===== config.mk =====
export PLATFORM = sky130hd
export DESIGN_NAME = store_split
export DESIGN_NICKNAME = d
export VERILOG_FILES = /design/src/rtl/store_split.sv
export SDC_FILE = /design/constraint.sdc
export NUM_CORES = 1
export LEC_CHECK = 0
export ABC_AREA = 1
export BUFFER_PORTS_ARGS = -buffer_cell sky130_fd_sc_hd__buf_2
export CAP_MARGIN = 10
export CORE_ASPECT_RATIO = 0.5
export CORE_MARGIN = 8
export CORE_UTILIZATION = 50
export CTS_CLUSTER_DIAMETER = 50
export CTS_CLUSTER_SIZE = 24
export DETAILED_ROUTE_END_ITERATION = 6
export GPL_TIMING_DRIVEN = 0
export PLACE_DENSITY = 0.85
export SETUP_SLACK_MARGIN = 0.4
export SYNTH_ARGS = -nofsm -noshare
export SYNTH_HDL_FRONTEND = slang
export SYNTH_SLANG_ARGS = --single-unit

===== constraint.sdc =====
create_clock -name clk -period 1.8 [get_ports clk]
set_input_delay 0.18 -clock clk [delete_from_list [all_inputs] [get_ports clk]]
set_output_delay 0.18 -clock clk [all_outputs]
set_load 0.03 [all_outputs]

===== src/rtl/store_split.sv =====
// Store-alignment unit: lane-shifts one store request onto the data bus as one
// or two beats, or reports an alignment fault, then pulses done.
package store_split_pkg;
  typedef enum logic [1:0] {
    MSIZE1 = 2'd0,
    MSIZE2 = 2'd1,
    MSIZE4 = 2'd2,
    MSIZE8 = 2'd3
  } msize_t;
endpackage

module store_split
  import store_split_pkg::*;
#(
  parameter int DATA_W         = 64,
  parameter int ADDR_W         = 64,
  parameter int ALLOW_MISALIGN = 1
) (
  input  logic              clk,
  input  logic              resetn,
  input  logic              req_valid,
  output logic              req_ready,
  input  logic [ADDR_W-1:0] req_addr,
  input  logic [63:0]       req_data,
  input  msize_t            req_size,
  output logic              bus_valid,
  input  logic              bus_ready,
  output logic [ADDR_W-1:0] bus_addr,
  output logic [DATA_W-1:0] bus_data,
  output logic [DATA_W/8-1:0] bus_strobe,
  output logic              done,
  output logic              exc
);

  localparam int BYTES = DATA_W / 8;
  localparam int OFF_W = $clog2(BYTES);

  typedef enum logic [1:0] {
    IDLE  = 2'd0,
    BEAT0 = 2'd1,
    BEAT1 = 2'd2,
    RESP  = 2'd3
  } state_t;

  state_t state_reg, state_next;

  logic [ADDR_W-1:0] addr_reg;
  logic [63:0]       data_reg;
  msize_t            size_reg;
  logic              fault_reg;
  logic              split_reg;

  // Request classification, evaluated only on the accepting edge
  logic [OFF_W-1:0] req_off;
  logic [3:0]       req_n;
  logic [4:0]       req_end;
  logic             req_fault;
  logic             req_split;
  logic             accept;

  assign req_off   = req_addr[OFF_W-1:0];
  assign req_n     = 4'd1 << req_size;
  assign req_end   = 5'(req_off) + 5'(req_n);
  assign req_fault = (5'(req_n) > 5'(BYTES)) ||
                     ((ALLOW_MISALIGN == 0) && ((4'(req_off) & (req_n - 4'd1)) != 4'd0));
  assign req_split = (req_end > 5'(BYTES));
  assign accept    = req_valid && (state_reg == IDLE);

  always_ff @(posedge clk or negedge resetn) begin
    if (!resetn) begin
      state_reg <= IDLE;
    end else begin
      state_reg <= state_next;
    end
  end

  always_ff @(posedge clk or negedge resetn) begin
    if (!resetn) begin
      addr_reg  <= '0;
      data_reg  <= '0;
      size_reg  <= MSIZE1;
      fault_reg <= 1'b0;
      split_reg <= 1'b0;
    end else if (accept) begin
      addr_reg  <= req_addr;
      data_reg  <= req_data;
      size_reg  <= req_size;
      fault_reg <= req_fault;
      split_reg <= req_split && !req_fault;
    end
  end

  always_comb begin
    state_next = state_reg;
    case (state_reg)
      IDLE: begin
        if (req_valid) begin
          state_next = req_fault ? RESP : BEAT0;
        end
      end
      BEAT0: begin
        if (bus_ready) begin
          state_next = split_reg ? BEAT1 : RESP;
        end
      end
      BEAT1: begin
        if (bus_ready) begin
          state_next = RESP;
        end
      end
      RESP:    state_next = IDLE;
      default: state_next = IDLE;
    endcase
  end

  // Lane shifter works from the captured request so outputs never see req_*
  logic [OFF_W-1:0]    off;
  logic [63:0]         data_mask;
  logic [2*DATA_W-1:0] masked_wide;
  logic [2*DATA_W-1:0] wide_data;
  logic [2*BYTES-1:0]  strb_base;
  logic [2*BYTES-1:0]  wide_strb;
  logic [ADDR_W-1:0]   aligned_addr;
  logic [ADDR_W-1:0]   upper_addr;

  assign off          = addr_reg[OFF_W-1:0];
  assign aligned_addr = {addr_reg[ADDR_W-1:OFF_W], {OFF_W{1'b0}}};
  assign upper_addr   = aligned_addr + ADDR_W'(BYTES);

  always_comb begin
    data_mask = '1;
    strb_base = '0;
    case (size_reg)
      MSIZE1: begin
        data_mask      = 64'h0000_0000_0000_00FF;
        strb_base[7:0] = 8'h01;
      end
      MSIZE2: begin
        data_mask      = 64'h0000_0000_0000_FFFF;
        strb_base[7:0] = 8'h03;
      end
      MSIZE4: begin
        data_mask      = 64'h0000_0000_FFFF_FFFF;
        strb_base[7:0] = 8'h0F;
      end
      default: begin
        data_mask      = 64'hFFFF_FFFF_FFFF_FFFF;
        strb_base[7:0] = 8'hFF;
      end
    endcase
  end

  always_comb begin
    masked_wide        = '0;
    masked_wide[63:0]  = data_reg & data_mask;
  end

  assign wide_data = masked_wide << {off, 3'b000};
  assign wide_strb = strb_base << off;

  logic [DATA_W-1:0] beat_data;
  logic [BYTES-1:0]  beat_strb;

  always_comb begin
    req_ready = 1'b0;
    bus_valid = 1'b0;
    bus_addr  = '0;
    beat_data = '0;
    beat_strb = '0;
    done      = 1'b0;
    exc       = 1'b0;
    case (state_reg)
      IDLE: req_ready = 1'b1;
      BEAT0: begin
        bus_valid = 1'b1;
        bus_addr  = aligned_addr;
        beat_data = wide_data[DATA_W-1:0];
        beat_strb = wide_strb[BYTES-1:0];
      end
      BEAT1: begin
        bus_valid = 1'b1;
        bus_addr  = upper_addr;
        beat_data = wide_data[2*DATA_W-1:DATA_W];
        beat_strb = wide_strb[2*BYTES-1:BYTES];
      end
      RESP: begin
        done = 1'b1;
        exc  = fault_reg;
      end
      default: req_ready = 1'b0;
    endcase
  end

  // Disabled lanes are forced to zero regardless of the shifter contents
  assign bus_strobe = beat_strb;
  genvar gi;
  generate
    for (gi = 0; gi < BYTES; gi++) begin : g_lane
      assign bus_data[gi*8 +: 8] = beat_data[gi*8 +: 8] & {8{beat_strb[gi]}};
    end
  endgenerate

endmodule


==> results.json, run 1 <==
{
  "synth_flop_cell": "dfrtp_1",
  "grt_max_degree": 101,
  "placed_area_um2": 14300,
  "yosysTopAreaCellShare_pct": 29.4,
  "dpl.hpwl_um": 42600,
  "synth.most_common_cell": "nand2_1",
  "synth_edf_count": 0,
  "track_usage_pct": 82.6,
  "ys_seq_area_share_pct": 29.4,
  "tool.error": "[ERROR GRT-0232] Routing congestion too high. Check the congestion heatmap in the GUI.",
  "die_h_um": 123,
  "io_pins": 274,
  "cts_buffers": 17,
  "cts_buffer_depth": 2,
  "cts_sinks": 134,
  "routabilityCongestion": 1.05,
  "start_util_pct": 50.4,
  "die_x_um": 229,
  "rows": 39,
  "synthCells": 1973,
  "synthTopCellsByArea": "dfrtp_1 29%, nand2_1 27%, nor2_1 9.0%",
  "synth-seq-cells": 134,
  "worstEpCategory": "top-level output",
  "synth_largest_area_cell": "dfrtp_1",
  "dp_slack_ns": -0.800,
  "status": "did not finish",
  "syn_area_per_cell_um2": 5.77,
  "ctsRootBufferMaster": "clkbuf_16",
  "async_reset_ff_share_pct": 100,
  "yosys-top-cells-count": "811 x nand2_1, 274 x nor2_1, 194 x o21ai_0",
  "grt-ovfl-total": 247,
  "place.port_buffers": 270,
  "h-tree-depth": 4,
  "synth_area_um2": 11400,
  "haltStage": "global routing (5_1_grt)",
  "yosys_warnings": 0,
  "synth_cell_types": 48,
  "grt_repair_worst_endpoint": "bus_data[44]"
}
kinds of logic after synthesis:
kind of cell,Yosys count,share of synthesized area [%]
AOI/OAI and AO/OA,296,13.7
DFF,134,29.4
muxes,7,0.615
xor gates and xnor gates,2,0.154
other,1,0.0329
buffers and inverters,243,8.64
adders and majority gates,9,1.05
and+or+nand+nor,1281,46.4
routing by layer:
metal  GRT usage (%)  overflow
met1            79.8        20
met2            94.4       107
met3            75.7        18
met4            84.6       100
met5            50.7         2
metrics by stage:
step                      TNS (ns)  instances  hold WS [ns]
after floorplan              -4.79       1975        -0.116
after global placement     -233.97       2552         0.373
after detailed placement    -67.43       2553        0.0983
after CTS                   -83.69       2777       0.00716
timing repair:
action / in CTS
endpoints found under the setup margin: 271
hold buffers: 126
setup buffers: 63
gates cloned: 3
endpoints found under the hold margin: 159
gates resized for setup: 491
pin swaps: 62
==> inputs of run 2 (changes only) <==
Settings changed: CORE_ASPECT_RATIO 0.5 to default, CORE_UTILIZATION 50 to 40, CTS_CLUSTER_DIAMETER 50 to default, CTS_CLUSTER_SIZE 24 to default, PLACE_DENSITY 0.85 to default, PLACE_DENSITY_LB_ADDON from default to 0.15, SETUP_SLACK_MARGIN 0.4 to default.
Clock period 1.8 ns to 2.3 ns, I/O delays scaled along.
==> run 2 against run 1 <==
The flow now finishes, with violations (hold timing, setup timing); area after synthesis stayed put; synthesized cell count stayed put.
==> results.json, run 2 <==
{
  "rows": 61,
  "reg2reg_slack_ns": 0.03,
  "ys_seq_area_share_pct": 29.4,
  "synth_edf_count": 0,
  "detail_route.wl_per_cell_um": 22.8,
  "cts_sinks": 134,
  "hold_class": "input pin to flip-flop",
  "synth.most_common_cell": "nand2_1",
  "antenna_found_initial": 3,
  "fin_crit_sh_pct": 118,
  "routed_wl_um": 66200,
  "firstDrtPassIters": 6,
  "ctsRootBufferMaster": "clkbuf_16",
  "cts_tree": "built",
  "hold_viol_final": 2,
  "tightest_slew_ns": 0.722,
  "io_pins": 274,
  "placed_cells": 2624,
  "clock_skew_ns": 0.0141,
  "cts.clk_slew.worst_paths_ns": 0.07,
  "synth_cell_types": 48,
  "die_x_um": 185,
  "violations": "hold timing, setup timing",
  "holdWs_ns": -0.00318,
  "critical_path.max_fanout": 5,
  "worstSkewPairLatency_ns": 0.47,
  "path_class": "flip-flop to output port",
  "via_per_inst": 5.76,
  "grt_pass1_wl_um": 93700,
  "final_common_cell": "nand2_1",
  "max_cap_violations": 0,
  "critPathCaptureType": "output port",
  "min_period_ns": 2.72,
  "critPathArrivalTime_ns": 2.49,
  "yosysTopAreaCellShare_pct": 29.4,
  "grt-ovfl-total": 0,
  "postRouteAntennaNets": 0,
  "synth_largest_area_cell": "dfrtp_1",
  "coreArea_um2": 27900,
  "max-vdd-ir-drop_mv": 0.806,
  "finalSetupViolCount": 131,
  "rsz0062_at_grt": "true",
  "cts_buffer_depth": 2,
  "final_cell_area_um2": 19900,
  "slew_viol_final": 0,
  "synthCells": 1973,
  "layout_common_cells": "655 x nand2_1, 189 x nor2_1, 151 x buf_2, 140 x buf_6, 134 x nand2_2",
  "yosys_warnings": 0,
  "status": "finished with violations",
  "drt_iter0_markers": 2024,
  "grt_pass1_vias": 15400,
  "instances_no_fill": 2898,
  "power_uw": 28900,
  "synth-seq-cells": 134,
  "yosys-top-cells-count": "811 x nand2_1, 274 x nor2_1, 194 x o21ai_0",
  "synth_area_um2": 11400,
  "async_reset_ff_share_pct": 100,
  "cts_buffers": 17,
  "place.port_buffers": 270,
  "drive_above_1_share_pct": 42.2,
  "synthTopCellsByArea": "dfrtp_1 29%, nand2_1 27%, nor2_1 9.0%",
  "area_growth_pct": 75.1,
  "final_net_count": 2648,
  "dieArea_um2": 34100,
  "vias": 16700,
  "grt_max_degree": 76,
  "crit_required_ns": 2.07,
  "die_h_um": 185,
  "syn_area_per_cell_um2": 5.77,
  "startpoint_type": "flip-flop",
  "p_per_area_nw_per_um2": 1450,
  "p_leak_uw": 0.00923,
  "start_util_pct": 40.8,
  "post-route-drc-count": 0,
  "setup_slack_ns": -0.421,
  "dpl.hpwl_um": 46900,
  "track_usage_pct": 36.4,
  "placed_area_um2": 13300,
  "h-tree-depth": 4,
  "dp_slack_ns": -0.736,
  "synth_flop_cell": "dfrtp_1",
  "worst_slew_margin_rel_pct": 51.9,
  "fmax_mhz": 367,
  "routabilityCongestion": 1.06
}
run 2: cell families (layout without fill, tap and decap cells):
| logic type | after synthesis | count (layout) | synth area share (%) |
|---|---|---|---|
| xor+xnor | 2 | 2 | 0.154 |
| simple gates | 1281 | 1281 | 46.4 |
| compound gates | 296 | 296 | 13.7 |
| other cells | 1 | 5 | 0.0329 |
| buf+inv | 243 | 786 | 8.64 |
| mux | 7 | 7 | 0.615 |
| flops | 134 | 134 | 29.4 |
| fa+ha+maj | 9 | 9 | 1.05 |
run 2: area by class of cell:
cell class / count / area (µm²)
multi-input cells: 1598 / 9210
fillers: 2325 / 8000
repair buffers: 516 / 4690
flip-flops and latches: 134 / 3400
plain buffers: 98 / 912
inverters: 140 / 637
well taps: 378 / 473
clock buffers: 17 / 425
clock inverters: 15 / 188
diodes: 2 / 5.00
run 2: worst paths after layout:
kind | from | end | depth (start not counted)
min reg2reg | data_reg[24] | data_reg[24] | 2
min in group asynchronous | resetn | addr_reg[37] | 2
max reg2reg | state_reg[0] | addr_reg[49] | 9
max in group asynchronous | resetn | data_reg[14] | 3
min | req_data[41] | data_reg[41] | 3
max | state_reg[0] | bus_data[17] | 11
run 2: what timing repair did:
| action | CTS | global route |
|---|---|---|
| gates resized for setup | 655 | 571 |
| pin swaps | 86 | 144 |
| endpoints found under the setup margin | 238 | 163 |
| setup buffers | 75 | 54 |
| hold buffers | 105 | 0 |
| hold endpoints to repair | 163 | 0 |
| cloned | 10 | 5 |
run 2: report_power, final:
| part | internal, µW | switching (µW) | leakage [µW] |
|---|---|---|---|
| clock | 1650 | 1340 | 0.000297 |
| sequential | 3530 | 1530 | 0.00162 |
| combinational | 7560 | 13300 | 0.00731 |
| total | 12700 | 16100 | 0.00923 |
run 2: per-layer routing:
| layer | GRT usage, % | share of wire (%) | vias up |
|---|---|---|---|
| li1 | - | - | 7354 |
| met1 | 49.4 | 40 | 7911 |
| met2 | 55.2 | 43 | 1178 |
| met3 | 9.31 | 12 | 232 |
| met4 | 12.9 | 4.5 | 4 |
| met5 | 0 | 0.038 | - |
run 2: worst max-delay path: stages (launching register included):
cell	delay, ns
dfrtp_1	0.40
inv_2	0.09
ha_4	0.16
clkinvlp_4	0.18
nor4_4	0.29
buf_4	0.20
buf_12	0.14
nand2_2	0.04
nand2_1	0.06
nand2_1	0.06
a21oi_2	0.23
buf_6	0.18
run 2: through the flow:
step / hold WS, ns / util, % / TNS [ns]
after global placement: 0.425 / 47.5 / -197.41
final: -0.00318 / 71.4 / -25.69
after global routing: 0.0108 / 71.4 / -30.72
after floorplan: -0.0656 / - / 0
after detailed placement: 0.248 / 47.7 / -76.12
after CTS: 0.000503 / 64.0 / -23.58
No activity file was read; power rests on OpenSTA's default activity.
==> inputs of run 3 (changes only) <==
--- a/config.mk
+++ b/config.mk
@@ -6,5 +6,4 @@
 export NUM_CORES = 1
 export LEC_CHECK = 0
-export ABC_AREA = 1
 export BUFFER_PORTS_ARGS = -buffer_cell sky130_fd_sc_hd__buf_2
 export CAP_MARGIN = 10
==> constraint.sdc (replaced) <==
create_clock -name clk -period 2.3 [get_ports clk]
set_input_delay 0.69 -clock clk [delete_from_list [all_inputs] [get_ports clk]]
set_output_delay 0.69 -clock clk [all_outputs]
set_load 0.03 [all_outputs]
==> run 3 against run 2 <==
Non-clock buffer count decreased by 6; first-iteration DRC count decreased by 21%; the run ends with DRC, setup timing left; via count decreased by 19%; cell count decreased by 29%; register-to-register slack about the same; clock power decreased by 4%; largest cell class unchanged; count of clock-buffer cells in the layout increased by 3; design area increased by 2.6%; sequential cell count unchanged; area after synthesis decreased by 11%.
==> results.json, run 3 <==
{
  "die_h_um": 176,
  "finalSetupViolCount": 135,
  "dieArea_um2": 30800,
  "start_util_pct": 40.6,
  "drive_above_1_share_pct": 74.2,
  "clkPwrFrac_pct": 8.6,
  "dpl.hpwl_um": 36600,
  "fin_util_pct": 81.4,
  "via_per_inst": 6.61,
  "grt_util_met3_pct": 8.44,
  "seq_area_um2": 3410,
  "cp_top_family": "simple AND/OR/NAND/NOR gates",
  "synth_largest_area_cell": "dfrtp_1",
  "fillerInstances": 1388,
  "area_growth_pct": 101,
  "routabilityCongestion": 1.01,
  "grt-ovfl-total": 0,
  "rows": 58,
  "dp_slack_ns": -1.10,
  "slew_viol_final": 0,
  "p_switching_uw": 16900,
  "synth-seq-cells": 134,
  "postRouteAntennaNets": 0,
  "io_pins": 274,
  "instances_no_fill": 2051,
  "antenna_found_initial": 2,
  "grt_pass1_vias": 13700,
  "p_int_uw": 16800,
  "combPwrFrac_pct": 74.2,
  "detail_route.wl_per_cell_um": 29.7,
  "slowest_stage": "dfrtp_2",
  "h-tree-depth": 4,
  "ys_seq_area_share_pct": 32.9,
  "cts.clk_slew.worst_paths_ns": 0.07,
  "path_class": "flip-flop to output port",
  "cts_tree": "built",
  "hold_class": "input pin to async pin",
  "use_met1_pct": 38.4,
  "async_reset_ff_share_pct": 100,
  "critical_path.max_fanout": 6,
  "status": "finished with violations",
  "max-vdd-ir-drop_mv": 1.23,
  "firstDrtPassIters": 7,
  "netSwitchingFraction_pct": 50.2,
  "critPathCaptureType": "output port",
  "worst_slew_margin_rel_pct": 48.8,
  "crit_chain": "nand4_1 -> nor4_4 -> nand4_1 -> buf_6 -> buf_4 -> o211ai_1 -> nand3_4 -> buf_4",
  "synth_flop_cell": "dfrtp_1",
  "synth.most_common_cell": "mux2_2",
  "hold_viol_final": 0,
  "routed_wl_um": 60900,
  "postCtsHoldBufs": 0,
  "violations": "DRC, setup timing",
  "synthCells": 1174,
  "post-route-drc-count": 8,
  "seqPwrFrac_pct": 17.2,
  "placed_cells": 1777,
  "crit_required_ns": 1.61,
  "drt_iter0_markers": 1591,
  "layout_common_cells": "201 x buf_6, 156 x buf_4, 135 x buf_2, 133 x mux2_2, 88 x dfrtp_1",
  "p_leak_uw": 0.00834,
  "place.port_buffers": 270,
  "synth_area_um2": 10200,
  "cts_sinks": 134,
  "yosys-top-cells-count": "147 x mux2_2, 134 x dfrtp_1, 114 x nand2_1",
  "final_common_cell": "buf_6",
  "rsz0062_at_grt": "true",
  "fmax_mhz": 293,
  "synth_edf_count": 0,
  "min_period_ns": 3.41,
  "final_net_count": 1849,
  "p_per_area_nw_per_um2": 1650,
  "use_met2_pct": 59.6,
  "track_usage_pct": 35.4,
  "cts_buffer_depth": 2,
  "final_cell_area_um2": 20400,
  "worstSkewPairLatency_ns": 0.45,
  "synth_cell_types": 71,
  "critPathMaxStageDelay_ns": 0.44,
  "fin_crit_sh_pct": 148,
  "tightest_slew_ns": 0.768,
  "max_cap_violations": 0,
  "syn_area_per_cell_um2": 8.68,
  "cts_buffers": 17,
  "multi_input_area_um2": 9820,
  "vias": 13500,
  "placed_area_um2": 14000,
  "die_x_um": 176,
  "grt_pass1_wl_um": 83700,
  "top_usage_layer": "met2",
  "setup_slack_ns": -1.11,
  "yosysTopAreaCellShare_pct": 32.9,
  "startpoint_type": "flip-flop",
  "critPathArrivalTime_ns": 2.72,
  "coreArea_um2": 25100,
  "grt_max_degree": 69,
  "synthTopCellsByArea": "dfrtp_1 33%, mux2_2 16%, nand2_1 4.2%",
  "yosys_warnings": 0,
  "path_buf_inv": 3,
  "ctsRootBufferMaster": "clkbuf_16",
  "clock_skew_ns": 0.0142
}
-- run 3: cell types whose count changed after synthesis, moves of 21 or more --
| cell | before | now |
|---|---|---|
| o21ai_1 | 30 | 2 |
| a22oi_1 | 0 | 36 |
| o21ai_0 | 194 | 78 |
| nor2_1 | 274 | 80 |
| nand3_1 | 135 | 61 |
| inv_1 | 130 | 26 |
| mux2_2 | 0 | 147 |
| a222oi_1 | 0 | 21 |
| nand2_1 | 811 | 114 |
| nor3_1 | 1 | 25 |
-- run 3: through the flow --
stage | TNS, ns | power [µW] | hold WS [ns]
after floorplan | -28.17 | 15700 | 0.394
after global placement | -313.77 | 20100 | 0.463
after global routing | -115.00 | 34500 | 0.321
final | -111.25 | 33700 | 0.261
after detailed placement | -121.27 | 20200 | 0.477
after CTS | -104.36 | 30700 | 0.295
-- run 3: cell families (layout without fill, tap and decap cells) --
| kind of cell | count (synthesis) | after routing | share of synthesized area [%] |
|---|---|---|---|
| AND/OR/NAND/NOR | 406 | 408 | 20.3 |
| AO/OA/AOI/OAI | 325 | 325 | 21.9 |
| adder cells (fa/ha/maj) | 9 | 9 | 1.18 |
| other | 1 | 5 | 0.0368 |
| flip-flops | 134 | 134 | 32.9 |
| XOR/XNOR | 4 | 4 | 0.344 |
| multiplexers | 169 | 169 | 18.4 |
| buffers and inverters | 126 | 667 | 4.91 |
-- run 3: worst reg2reg max path: cells and delay by family (launching register included) --
family / cells / cell delay [ns]
fa+ha+maj: 1 / 0.19
buf+inv: 3 / 0.90
flops: 1 / 0.41
mux: 1 / 0.38
simple gates: 1 / 0.26
-- run 3: area by class of cell --
type | count | area share [%]
repair buffers | 522 | 24.1
plain buffers | 86 | 5.70
diodes | 2 | 0.0245
inverters | 27 | 0.679
multi-input cells | 918 | 48.0
clock buffers | 20 | 2.23
flip-flops and latches | 134 | 16.7
well taps | 330 | 2.02
clock inverters | 12 | 0.587
-- run 3: final timing paths --
path                               from           end  slack, ns  depth (start not counted)
setup / recovery           addr_reg[38]  bus_addr[47]      -1.11                          8
hold / removal                   resetn  data_reg[33]       0.26                          1
setup reg to reg           state_reg[1]  addr_reg[16]       0.03                          6
hold reg to reg               split_reg     split_reg       0.53                          2
max in group asynchronous        resetn   addr_reg[7]       1.21                          2
min in group clk           req_addr[39]  addr_reg[39]       0.46                          2
-- run 3: power by group through the flow --
stage | registers [µW] | clock network, µW | logic [µW]
after floorplan | 4780 | 0 | 10900
after global placement | 5530 | 0 | 14600
after detailed placement | 5580 | 0 | 14700
after CTS | 5600 | 2860 | 22300
after global routing | 5860 | 2970 | 25600
final | 5800 | 2880 | 25000
-- run 3: repair_timing --
item                       in CTS  in global routing
cloned                         24                  2
setup buffers                 166                 76
pin swaps                     182                143
setup endpoints to repair     186                175
resized for setup             768                194
-- run 3: layer usage --
layer  part of all wire, %  routed length (µm)
met1                    35               21100
met5                     0                   0
met4                   8.7                5320
met2                    47               28900
met3                   9.1                5560
